--- src/rtl/spi_peripheral_pkg.sv ---
`default_nettype none
// ============================================================================
//  Module   : spi_peripheral_pkg
//  Purpose  : Shared types for the SPI mode-0 peripheral (frame FSM states).
//  Revision : 1.0  initial release
// ============================================================================
package spi_peripheral_pkg;

  // Frame state: IDLE while chip select is high, ACTIVE while it is low
  typedef enum logic [0:0] {
    ST_IDLE   = 1'b0,
    ST_ACTIVE = 1'b1
  } spi_state_e;

endpackage : spi_peripheral_pkg
`default_nettype wire

--- src/rtl/spi_peripheral_sync_ff.sv ---
`default_nettype none
// ============================================================================
//  Module   : sync_ff
//  Purpose  : Multi-flop synchronizer for an asynchronous single-bit input,
//             asynchronously reset to 0.
//  Revision : 1.0  initial release
// ============================================================================
module sync_ff #(
  parameter int STAGES = 2
) (
  input  logic clk_i,
  input  logic rst_i,
  input  logic d_i,
  output logic q_o
);

  logic [STAGES-1:0] r_sync;

  // Shift the raw input through STAGES flops to settle metastability
  always_ff @(posedge clk_i or posedge rst_i) begin
    if (rst_i) begin
      r_sync <= '0;
    end else begin
      r_sync <= {r_sync[STAGES-2:0], d_i};
    end
  end

  assign q_o = r_sync[STAGES-1];

endmodule : sync_ff
`default_nettype wire

--- src/rtl/spi_peripheral.sv ---
`default_nettype none
// ============================================================================
//  Module   : spi_peripheral
//  Purpose  : SPI mode-0 target, MSB first, 8-bit frames. Oversamples the
//             host pins in the clk_i domain, strobes received bytes and
//             shifts out bytes from a one-entry transmit buffer.
//  Revision : 1.0  initial release
// ============================================================================
module spi_peripheral
  import spi_peripheral_pkg::*;
#(
  parameter int         SYNC_STAGES = 2,
  parameter logic [7:0] IDLE_BYTE   = 8'hFF
) (
  input  logic       clk_i,
  input  logic       rst_i,
  input  logic       sck_i,
  input  logic       cs_n_i,
  input  logic       sdi_i,
  output logic       sdo_o,
  output logic       sdo_oe_o,
  input  logic [7:0] tx_data_i,
  input  logic       tx_load_i,
  output logic       tx_ready_o,
  output logic       tx_underrun_o,
  output logic [7:0] rx_data_o,
  output logic       rx_valid_o,
  output logic       busy_o
);

  logic       w_sck_s, w_cs_n_s, w_sdi_s;
  logic       r_sck_d, r_cs_n_d;
  logic       w_sck_rise, w_sck_fall, w_cs_fall, w_cs_rise;
  spi_state_e r_state, w_state_nxt;
  logic       w_start, w_stop;
  logic       w_act_rise, w_act_fall, w_reload, w_load_ok;
  logic [2:0] r_bit_cnt;
  logic [7:0] r_shift_tx, r_shift_rx, r_tx_buf, r_rx_data;
  logic       r_tx_pending, r_tx_underrun, r_rx_valid;

  sync_ff #(.STAGES(SYNC_STAGES)) u_sync_sck (
    .clk_i(clk_i), .rst_i(rst_i), .d_i(sck_i),  .q_o(w_sck_s)
  );
  sync_ff #(.STAGES(SYNC_STAGES)) u_sync_cs (
    .clk_i(clk_i), .rst_i(rst_i), .d_i(cs_n_i), .q_o(w_cs_n_s)
  );
  sync_ff #(.STAGES(SYNC_STAGES)) u_sync_sdi (
    .clk_i(clk_i), .rst_i(rst_i), .d_i(sdi_i),  .q_o(w_sdi_s)
  );

  // Delayed copies of synchronized SCK and CS_N for edge detection
  always_ff @(posedge clk_i or posedge rst_i) begin
    if (rst_i) begin
      r_sck_d  <= 1'b0;
      r_cs_n_d <= 1'b0;
    end else begin
      r_sck_d  <= w_sck_s;
      r_cs_n_d <= w_cs_n_s;
    end
  end

  assign w_sck_rise = w_sck_s & ~r_sck_d;
  assign w_sck_fall = ~w_sck_s & r_sck_d;
  assign w_cs_fall  = ~w_cs_n_s & r_cs_n_d;
  assign w_cs_rise  = w_cs_n_s & ~r_cs_n_d;

  // Frame state register
  always_ff @(posedge clk_i or posedge rst_i) begin
    if (rst_i) begin
      r_state <= ST_IDLE;
    end else begin
      r_state <= w_state_nxt;
    end
  end

  // Frame next-state: CS edges open and close a frame
  always_comb begin
    w_state_nxt = r_state;
    w_start     = 1'b0;
    w_stop      = 1'b0;
    case (r_state)
      ST_IDLE: begin
        if (w_cs_fall) begin
          w_state_nxt = ST_ACTIVE;
          w_start     = 1'b1;
        end
      end
      ST_ACTIVE: begin
        if (w_cs_rise) begin
          w_state_nxt = ST_IDLE;
          w_stop      = 1'b1;
        end
      end
      default: w_state_nxt = ST_IDLE;
    endcase
  end

  // SCK edges only count inside a frame; a CS event in the same cycle wins
  assign w_act_rise = (r_state == ST_ACTIVE) & ~w_stop & w_sck_rise;
  assign w_act_fall = (r_state == ST_ACTIVE) & ~w_stop & w_sck_fall;
  // Byte boundary: frame start, or the falling edge that follows bit 7
  assign w_reload   = w_start | (w_act_fall & (r_bit_cnt == 3'd0));
  assign w_load_ok  = tx_load_i & ~r_tx_pending;

  // Receive path: sample SDI on SCK rise, publish completed bytes
  always_ff @(posedge clk_i or posedge rst_i) begin
    if (rst_i) begin
      r_bit_cnt  <= 3'd0;
      r_shift_rx <= 8'h00;
      r_rx_data  <= 8'h00;
      r_rx_valid <= 1'b0;
    end else begin
      r_rx_valid <= 1'b0;
      if (w_start || w_stop) begin
        r_bit_cnt <= 3'd0;
      end else if (w_act_rise) begin
        r_shift_rx <= {r_shift_rx[6:0], w_sdi_s};
        r_bit_cnt  <= r_bit_cnt + 3'd1;
        if (r_bit_cnt == 3'd7) begin
          r_rx_data  <= {r_shift_rx[6:0], w_sdi_s};
          r_rx_valid <= 1'b1;
        end
      end
    end
  end

  // Transmit path: reload at byte boundaries, otherwise shift on SCK fall
  always_ff @(posedge clk_i or posedge rst_i) begin
    if (rst_i) begin
      r_shift_tx    <= 8'h00;
      r_tx_underrun <= 1'b0;
    end else begin
      r_tx_underrun <= 1'b0;
      if (w_reload) begin
        r_shift_tx    <= r_tx_pending ? r_tx_buf : IDLE_BYTE;
        r_tx_underrun <= ~r_tx_pending;
      end else if (w_act_fall) begin
        r_shift_tx <= {r_shift_tx[6:0], 1'b0};
      end
    end
  end

  // One-entry transmit buffer; a load can only land when the entry is empty,
  // so a same-cycle consume always sees the old (empty) state
  always_ff @(posedge clk_i or posedge rst_i) begin
    if (rst_i) begin
      r_tx_buf     <= 8'h00;
      r_tx_pending <= 1'b0;
    end else begin
      if (w_load_ok) begin
        r_tx_buf     <= tx_data_i;
        r_tx_pending <= 1'b1;
      end else if (w_reload) begin
        r_tx_pending <= 1'b0;
      end
    end
  end

  assign sdo_o         = r_shift_tx[7];
  assign sdo_oe_o      = (r_state == ST_ACTIVE);
  assign busy_o        = (r_state == ST_ACTIVE);
  assign tx_ready_o    = ~r_tx_pending;
  assign tx_underrun_o = r_tx_underrun;
  assign rx_data_o     = r_rx_data;
  assign rx_valid_o    = r_rx_valid;

endmodule : spi_peripheral
`default_nettype wire

--- config.mk ---
export PLATFORM = sky130hd
export DESIGN_NAME = spi_peripheral
export DESIGN_NICKNAME = d
export VERILOG_FILES = /design/src/rtl/spi_peripheral_pkg.sv /design/src/rtl/spi_peripheral_sync_ff.sv /design/src/rtl/spi_peripheral.sv
export SDC_FILE = /design/constraint.sdc
export NUM_CORES = 1
export LEC_CHECK = 0
export BUFFER_PORTS_ARGS = -buffer_cell sky130_fd_sc_hd__buf_2
export CORE_MARGIN = 1.5
export CORE_UTILIZATION = 45
export DETAILED_ROUTE_END_ITERATION = 8
export PLACE_DENSITY = 0.75
export SLEW_MARGIN = 10
export SYNTH_ARGS = -nofsm -noshare
export SYNTH_HDL_FRONTEND = slang
export SYNTH_SLANG_ARGS = --single-unit
--- constraint.sdc ---
create_clock -name clk_i -period 1.5 [get_ports clk_i]
set_input_delay 0.15 -clock clk_i [delete_from_list [all_inputs] [get_ports clk_i]]
set_output_delay 0.15 -clock clk_i [all_outputs]
set_load 0.01 [all_outputs]
==> summary.md, run 1 <==
| Metric | Value |
|---|---|
| FF+latch count, synth | `46` |
| Cell Pwr Density | `between 1500 and 2000 nW/um^2` |
| Area of the multi-input gates | `roughly 710 sq um` |
| Routed Antenna Nets | `0` |
| YS warnings | `0` |
| Total number of vias | `between 1000 and 1500` |
| Vias in the first global route | `1262` |
| Hold WS | `-0.0003040 ns` |
| HPWL Detailed | `approximately 2500 um` |
| DRC | `0` |
| Worst r2r src | `r_sck_d` |
| First-pass GRT wire length | `5823 um` |
| Status | `finished with violations` |
| IO Pins | `28` |
| Row cnt | `23` |
| Crit-path max FO | `6` |
| Setup TNS | `0 ns` |
| Chip height | `slightly below 70 um` |
| Layout cells sized above 1 | `40.22%` |
| Slew Limit Headroom | `62.84%` |
| Post-synthesis async set-or-reset flop share | `between 90% and 100%` |
| Primary FF master, synth | `dfrtp_1` |
| Routed wire length | `3526 um` |
| CP Class | `flop to flop` |
| Pins over their slew limit | `0` |
| Initial antenna violation count | `0` |
| CP Launch Type | `flop` |
| Part of the cycle the worst path needs | `95.59%` |
| Commonest cells after routing, fill and taps aside | `dfrtp_1, buf_2, mux2_2` |
| TritonCTS clock tree | `built` |
| Inserted Clock Buffers | `5` |
| I/O Buffers | `27` |
| CTS Sinks | `46` |
| Slew at the pin with the worst max-slew slack | `0.5574 ns` |
| Wire per inst | `15.40 um` |
| Die Wd | `just under 70 um` |
| GRT busiest layer | `met2` |
| GR Util met2 | `28.16%` |
| Nets@finish | `196` |
| Failing checks | `hold timing` |
| DR iter-0 viols | `about 70` |
| Routability Congestion | `just over 0.8` |
| Overall Global Routing Usage | `17.38%` |
| RSZ-0062 raised after global routing | `no` |
| Crit path launch | `r_sck_d` |
| Core Box Area | `4058 sq um` |
| Worst-Skew Late Latency | `0.29 ns` |
| Reg area | `1151 sq um` |
| Syn Inst Count | `143` |
| Type of the worst min-delay path | `primary input to async pin` |
| P&R area growth vs syn | `19.62%` |
| Fin. Hold Viols | `2` |
| Grt met1 use | `21.75%` |
| Grt ovf | `0` |
| Arr. time, crit path | `1.61 ns` |
| H-Tree Depth | `2` |
| Leakage Power | `between 0.001 and 0.0015 uW` |
| Final setup viols | `0` |
| Postcts setup bufs | `0` |
| Average size of a mapped cell | `about 13 sq um` |
| CTS root buf | `clkbuf_8` |
| Required time of the critical path | `between 1.5 and 2 ns` |
| Reg clk slew, reported paths | `0.08 ns` |
| Pin count of the biggest net entering global routing | `47` |
| Ant. Diodes | `0` |
| Number of synthesized flops with an enable pin | `0` |
| Fmax | `between 600 and 700 MHz` |
| Initial core utilization | `47.30%` |
| M3 GR Usage | `4.934%` |
| Synthesized cell area | `1919 sq um` |
| Fin crit period | `1.434 ns` |
| Final Core Density | `56.58%` |
| Via/cell ratio | `between 5 and 6` |
| Max-Cap Viols | `0` |
| Seq/Total Area, Yosys | `between 50% and 60%` |
| Synth cell types | `32` |
| Die footprint | `4666 sq um` |
| Worst setup EP type | `flop` |
| DR pass1 iterations | `4` |
| Max IR drop VDD | `0.0008361 V` |
| Max clock buf depth | `2` |
| Commonest non-fill, non-tap cell in the layout | `dfrtp_1` |
| Worst Skew | `0.003536 ns` |
| Fill count | `roughly 330` |
| Mapped Nets | `160` |
## critical path: stages, from the launching register on
cell and delay (ns):
dfrtp_1 0.38, and2b_1 0.31, and3_1 0.28, mux2_2 0.35
## stage by stage
step / power, uW / hold slack, ns / setup WS (ns) / cell area [sq um] / instances
6_report: 3558 / -0.0003040 / 0.06619 / 2296 / 229
5_1_grt: 3777 / 0.04850 / 0.01393 / 2296 / 229
4_1_cts: 3574 / 0.008044 / 0.02038 / 2278 / 229
3_5_place_dp: 2646 / 0.2594 / -0.0009517 / 2127 / 219
3_3_place_gp: 2566 / 0.2603 / 0.06625 / 2127 / 219
2_1_floorplan: 2384 / 0.1814 / 0.06977 / 1919 / 143
## final timing paths
path                                  endpoint  slack, ns  depth (start not counted)
max                              r_shift_rx[5]       0.07                          3
min                        u_sync_cs.r_sync[0]    -0.0003                          3
max reg2reg                      r_shift_rx[5]       0.07                          3
min reg2reg                u_sync_cs.r_sync[1]       0.35                          0
max in group asynchronous         r_bit_cnt[2]       1.13                          3
min in group clk_i                 r_tx_buf[7]       0.09                          2
## report_power, final
| part | switching (uW) | internal (uW) |
|---|---|---|
| clock network | 374 | 533 |
| registers | 231 | 1580 |
| logic | 401 | 438 |
## synth_stat cells (2+ instances only)
| cell type | n | area, sq um |
|---|---|---|
| nand3_1 | 8 | 40.04 |
| mux2_2 | 23 | 259.0 |
| a32o_1 | 2 | 20.02 |
| a311oi_1 | 7 | 61.31 |
| o21ai_0 | 2 | 10.01 |
| ha_1 | 3 | 37.54 |
| o22ai_1 | 8 | 50.05 |
| clkbuf_1 | 3 | 11.26 |
| inv_1 | 5 | 18.77 |
| nor2b_1 | 4 | 25.02 |
| dfrtp_1 | 46 | 1151 |
| nor2_1 | 2 | 7.510 |
| buf_6 | 3 | 33.78 |
| and3_1 | 2 | 12.51 |
| a31oi_1 | 7 | 43.79 |
| nand2_1 | 2 | 7.510 |
## cell type report
type / instances / share of cell area, %
Sequential cell: 46 / 50.14
Multi-Input combinational cell: 82 / 30.90
Timing Repair Buffer: 38 / 10.35
Clock buffer: 6 / 3.597
Tap cell: 50 / 2.725
Clock inverter: 1 / 1.308
Inverter: 6 / 0.9809
## what timing repair did
item	in CTS	in global routing
hold endpoints to repair	3	0
pin swaps	0	1
hold buffers	3	0
gates resized for setup	1	4
endpoints found under the setup margin	3	10
## flip-flops by register name (all words and copies together), names as in the netlist
register           count
r_tx_pending           1
r_tx_buf               8
r_sck_d                1
r_cs_n_d               1
u_sync_sck.r_sync      2
r_bit_cnt              3
r_shift_rx             7
u_sync_cs.r_sync       2
r_shift_tx             8
rx_data_o              8
tx_underrun_o          1
busy_o                 1
u_sync_sdi.r_sync      2
rx_valid_o             1
## layer usage
layer | wire length [um] | up-vias | part of all wire, %
met5 | 0 | - | 0
met4 | 42 | 0 | 1.2
met3 | 126 | 4 | 3.6
met2 | 1895 | 38 | 54
met1 | 1461 | 622 | 41
li1 | - | 598 | -
## cell families after synthesis
logic type	after synthesis	synth area share, %
flip-flops	46	59.97
AO/OA/AOI/OAI	31	11.73
AND/OR/NAND/NOR	25	8.410
multiplexers	23	13.49
buffers and inverters	15	4.432
adder cells (fa/ha/maj)	3	1.956
Note: power is estimated with default switching activity, not from simulation.
==> run 2: changes to the inputs <==
--- a/config.mk
+++ b/config.mk
@@ -10,6 +10,7 @@
 export CORE_UTILIZATION = 45
 export DETAILED_ROUTE_END_ITERATION = 8
 export PLACE_DENSITY = 0.75
+export SETUP_SLACK_MARGIN = 0.1
 export SLEW_MARGIN = 10
 export SYNTH_ARGS = -nofsm -noshare
 export SYNTH_HDL_FRONTEND = slang
==> summary.md, run 2 (synthesis results as in run 1) <==
| Metric | Value |
|---|---|
| Worst Skew | `~0.0063 ns` |
| Via/cell ratio | `5.681` |
| Fmax | `a little over 700 MHz` |
| IO Pins | `28` |
| Commonest non-fill, non-tap cell in the layout | `dfrtp_1` |
| Critical path, cell by cell | `ha_1 > ha_2 > nand4_4 > mux2_2` |
| Routed wire length | `3679 um` |
| CP Class | `flop to flop` |
| Crit-path slowest cell | `dfrtp_1` |
| Slowest Stage Delay on Critical Path | `between 0.4 and 0.5 ns` |
| Fin. Hold Viols | `36` |
| Commonest cells after routing, fill and taps aside | `dfrtp_1, buf_2, mux2_2` |
| Reg clk slew, reported paths | `0.08 ns` |
| Slew at the pin with the worst max-slew slack | `approximately 0.56 ns` |
| Total number of vias | `1335` |
| Type of the worst min-delay path | `primary input to async pin` |
| Max-Cap Viols | `0` |
| Vias in the first global route | `roughly 1300` |
| Pins over their slew limit | `0` |
| Routability Congestion | `0.8211` |
| Crit-path max FO | `5` |
| CTS Sinks | `46` |
| Final instance area | `2370 sq um` |
| H-Tree Depth | `2` |
| HPWL Detailed | `2393 um` |
| Hold WS | `-0.01183 ns` |
| Overall Global Routing Usage | `17.39%` |
| Status | `finished with violations` |
| Slew Limit Headroom | `62.77%` |
| Post-DP Area | `2127 sq um` |
| CP delay by family, top | `flip-flops` |
| Core Box Area | `4058 sq um` |
| Leakage Power | `between 0.001 and 0.0015 uW` |
| Inserted Clock Buffers | `5` |
| Pin count of the biggest net entering global routing | `47` |
| Chip height | `68.31 um` |
| Failing checks | `hold timing` |
| CTS root buf | `clkbuf_8` |
| Final setup viols | `0` |
| Ant. Diodes | `0` |
| Die footprint | `4666 sq um` |
| I/O Buffers | `27` |
| RSZ-0062 raised after global routing | `yes` |
| First-pass GRT wire length | `5837 um` |
| Fin crit period | `1.388 ns` |
| Cell Pwr Density | `1518 nW/um^2` |
| Part of the cycle the worst path needs | `about 93%` |
| Row cnt | `23` |
| Initial antenna violation count | `0` |
| DR iter-0 viols | `82` |
| DRC | `0` |
| Routed Antenna Nets | `0` |
| Wire per inst | `15.66 um` |
| DR pass1 iterations | `4` |
| WP buf/inv | `0` |
| CP Launch Type | `flop` |
| Grt ovf | `0` |
| Layout cells sized above 1 | `44.32%` |
| Max IR drop VDD | `0.001208 V` |
| Worst-Skew Late Latency | `about 0.30 ns` |
| Initial core utilization | `approximately 47%` |
| P&R area growth vs syn | `23.47%` |
| Required time of the critical path | `around 1.7 ns` |
| Die Wd | `68.31 um` |
| Worst setup EP type | `flop` |
| Nets@finish | `202` |
| TritonCTS clock tree | `built` |
| Arr. time, crit path | `1.57 ns` |
| Max clock buf depth | `2` |
[run 2: area by class of cell]
cell class | instances | area, sq um
sequential | 46 | 1151
multi-input combinational | 83 | 742.0
fill | 318 | 1688
timing repair buffer | 43 | 279.0
inverter | 6 | 22.52
tap | 50 | 62.56
clock inverter | 1 | 30.03
clock buffer | 6 | 82.58
[run 2: power breakdown]
part / internal, uW / switching [uW]
sequential: 1580 / 220
combinational: 461 / 419
clock: 532 / 384
[run 2: per-layer routing]
metal  wire (um)  track usage (%)  part of all wire, %
met1        1532            20.34                   42
met2        1846            28.03                   50
met3         209            5.921                  5.7
met4          91            9.500                  2.5
met5           0                0                    0
[run 2: what timing repair did]
action,in CTS,in global routing
endpoints found under the hold margin,3,0
pin swaps,1,1
hold buffers,3,0
resized for setup,5,8
setup endpoints to repair,20,20
cloned,0,1
buffers inserted,0,5
[run 2: worst min-delay path: cells and delay by family]
family | cells | cell delay, ns
buf+inv | 3 | 0.60
[run 2: path summary, 6_finish.rpt]
kind / startpoint / slack, ns / cells past startpoint / end
max: r_bit_cnt[1] / 0.11 / 4 / rx_data_o[0]
min: rst_i / -0.01 / 3 / tx_underrun_o
max reg2reg: r_bit_cnt[1] / 0.11 / 4 / rx_data_o[0]
min reg2reg: u_sync_sck.r_sync[0] / 0.36 / 0 / u_sync_sck.r_sync[1]
max in group asynchronous: rst_i / 1.14 / 3 / r_tx_buf[2]
min in group clk_i: tx_data_i[7] / 0.08 / 2 / r_tx_buf[7]
[run 2: through the flow]
stage	TNS [ns]	utilization, %	setup slack (ns)	power (uW)	instances
2_1_floorplan	0	-	0.09303	2384	143
3_3_place_gp	0	52.42	0.06467	2568	219
3_5_place_dp	-0.002009	52.42	-0.002009	2641	219
4_1_cts	0	56.49	0.06976	3580	229
5_1_grt	0	58.40	0.03415	3817	235
6_report	0	58.40	0.1117	3597	235
==> run 3: changes to the inputs <==
--- a/config.mk
+++ b/config.mk
@@ -6,7 +6,7 @@
 export NUM_CORES = 1
 export LEC_CHECK = 0
 export BUFFER_PORTS_ARGS = -buffer_cell sky130_fd_sc_hd__buf_2
-export CORE_MARGIN = 1.5
+export CORE_MARGIN = 8
 export CORE_UTILIZATION = 45
 export DETAILED_ROUTE_END_ITERATION = 8
 export PLACE_DENSITY = 0.75
==> summary.md, run 3 (synthesis results as in run 1) <==
| Metric | Value |
|---|---|
| Register share of total power | `53.2%` |
| DR iter-0 viols | `156` |
| Worst-Skew Late Latency | `0.29 ns` |
| Arr. time, crit path | `1.54 ns` |
| Dpl cells | `220` |
| Die Wd | `81.31 um` |
| Fmax | `731.0 MHz` |
| Max-Cap Viols | `0` |
| Failing checks | `hold timing` |
| Ant. Diodes | `0` |
| P&R area growth vs syn | `24.71%` |
| CTS Sinks | `46` |
| Hold WS | `-0.009040 ns` |
| Crit-path max FO | `10` |
| Type of the worst min-delay path | `primary input to async pin` |
| Chip height | `between 80 and 90 um` |
| Row cnt | `23` |
| Worst setup EP type | `flop` |
| Final setup viols | `0` |
| Setup TNS | `0 ns` |
| H-Tree Depth | `2` |
| Finished Layout Cells | `237` |
| Clock power share | `20.6%` |
| CTS root buf | `clkbuf_8` |
| Routed wire length | `4072 um` |
| Overall Global Routing Usage | `between 10% and 20%` |
| Vias in the first global route | `1350` |
| Sw power | `between 1000 and 1500 uW` |
| Commonest non-fill, non-tap cell in the layout | `dfrtp_1` |
| Nets@finish | `204` |
| P_int | `2386 uW` |
| TritonCTS clock tree | `built` |
| Commonest cells after routing, fill and taps aside | `dfrtp_1, buf_2, mux2_2` |
| Wire per inst | `17.18 um` |
| Worst Skew | `0.002649 ns` |
| Core Box Area | `4058 sq um` |
| Slew Limit Headroom | `between 60 and 70%` |
| Max IR drop VDD | `0.0008874 V` |
| Slew at the pin with the worst max-slew slack | `0.5538 ns` |
| Fin. Hold Viols | `25` |
| Sw Share | `between 30% and 40%` |
| First-pass GRT wire length | `6272 um` |
| Routability Congestion | `just over 0.8` |
| CP Class | `flop to flop` |
| Cell Pwr Density | `1430 nW/um^2` |
| HPWL Detailed | `2631 um` |
| Required time of the critical path | `~1.7 ns` |
| Grt ovf | `0` |
| DRC | `0` |
| Via/cell ratio | `5.570` |
| Status | `finished with violations` |
| Layout cells sized above 1 | `47.59%` |
| IO Pins | `28` |
| Inserted Clock Buffers | `5` |
| Logic pwr share | `26.3%` |
| Crit path launch | `u_sync_cs.r_sync[1]` |
| Leakage Power | `about 0.0011 uW` |
| Worst r2r src | `u_sync_cs.r_sync[1]` |
| Part of the cycle the worst path needs | `roughly 90%` |
| Die footprint | `about 6600 sq um` |
| Max clock buf depth | `2` |
| Fin crit period | `around 1.4 ns` |
| Routed Antenna Nets | `0` |
| Initial core utilization | `47.30%` |
| Design Power | `about 3400 uW` |
| I/O Buffers | `27` |
| Pin count of the biggest net entering global routing | `47` |
| Reg clk slew, reported paths | `roughly 0.080 ns` |
| Initial antenna violation count | `0` |
| CP Launch Type | `flop` |
| Total number of vias | `roughly 1300` |
| Pins over their slew limit | `0` |
| RSZ-0062 raised after global routing | `yes` |
| DR pass1 iterations | `4` |
[run 3: area by class of cell]
class / instances / area [sq um]
clock buffers: 6 / 72.57
clock inverters: 1 / 7.507
fillers: 327 / 1664
inverters: 6 / 26.28
multi-input cells: 84 / 788.3
flip-flops and latches: 46 / 1155
well taps: 50 / 62.56
repair buffers: 44 / 281.5
[run 3: critical path, stage by stage (launching register included)]
cell and delay, ns:
dfrtp_2 0.49, or3b_4 0.47, a32o_1 0.30
[run 3: worst paths after layout]
kind	to	slack [ns]	cells after the start
worst max-delay path	r_bit_cnt[2]	0.13	2
worst min-delay path	u_sync_cs.r_sync[0]	-0.009	3
worst max register to register	r_bit_cnt[2]	0.13	2
worst min register to register	u_sync_cs.r_sync[1]	0.36	0
max in group asynchronous	busy_o	1.10	3
min in group clk_i	r_tx_buf[5]	0.09	2
[run 3: metal layers]
layer	part of all wire, %	vias up	global-route usage [%]	routed length [um]
met5	0	-	0	0
met4	1.6	0	6.786	67
met3	3.4	5	3.091	138
met2	52	31	19.97	2116
met1	43	664	14.23	1749
li1	-	620	-	-
[run 3: power by group through the flow]
stage | clock network, uW | logic (uW) | registers [uW]
after floorplan | 0 | 630 | 1750
after global placement | 0 | 774 | 1790
after detailed placement | 0 | 811 | 1820
after CTS | 719 | 831 | 1800
after global routing | 766 | 997 | 1850
final | 704 | 899 | 1820
[run 3: metrics by stage]
stage / setup slack, ns / hold WS, ns / cell area [sq um] / util, %
after floorplan: 0.09303 / 0.1814 / 1919 / -
after global placement: 0.06427 / 0.2599 / 2122 / 52.30
after detailed placement: 0.008917 / 0.2609 / 2122 / 52.30
after CTS: 0.07634 / 0.006601 / 2260 / 55.69
after global routing: 0.06659 / 0.05634 / 2394 / 58.99
final: 0.1321 / -0.009040 / 2394 / 58.99
[run 3: what timing repair did]
action / 4_1_cts / 5_1_grt
endpoints found under the hold margin: 3 / 0
cloned: 0 / 2
pin swaps: 1 / 4
buffers inserted: 0 / 5
hold buffers: 3 / 0
setup endpoints to repair: 26 / 27
resized for setup: 6 / 20
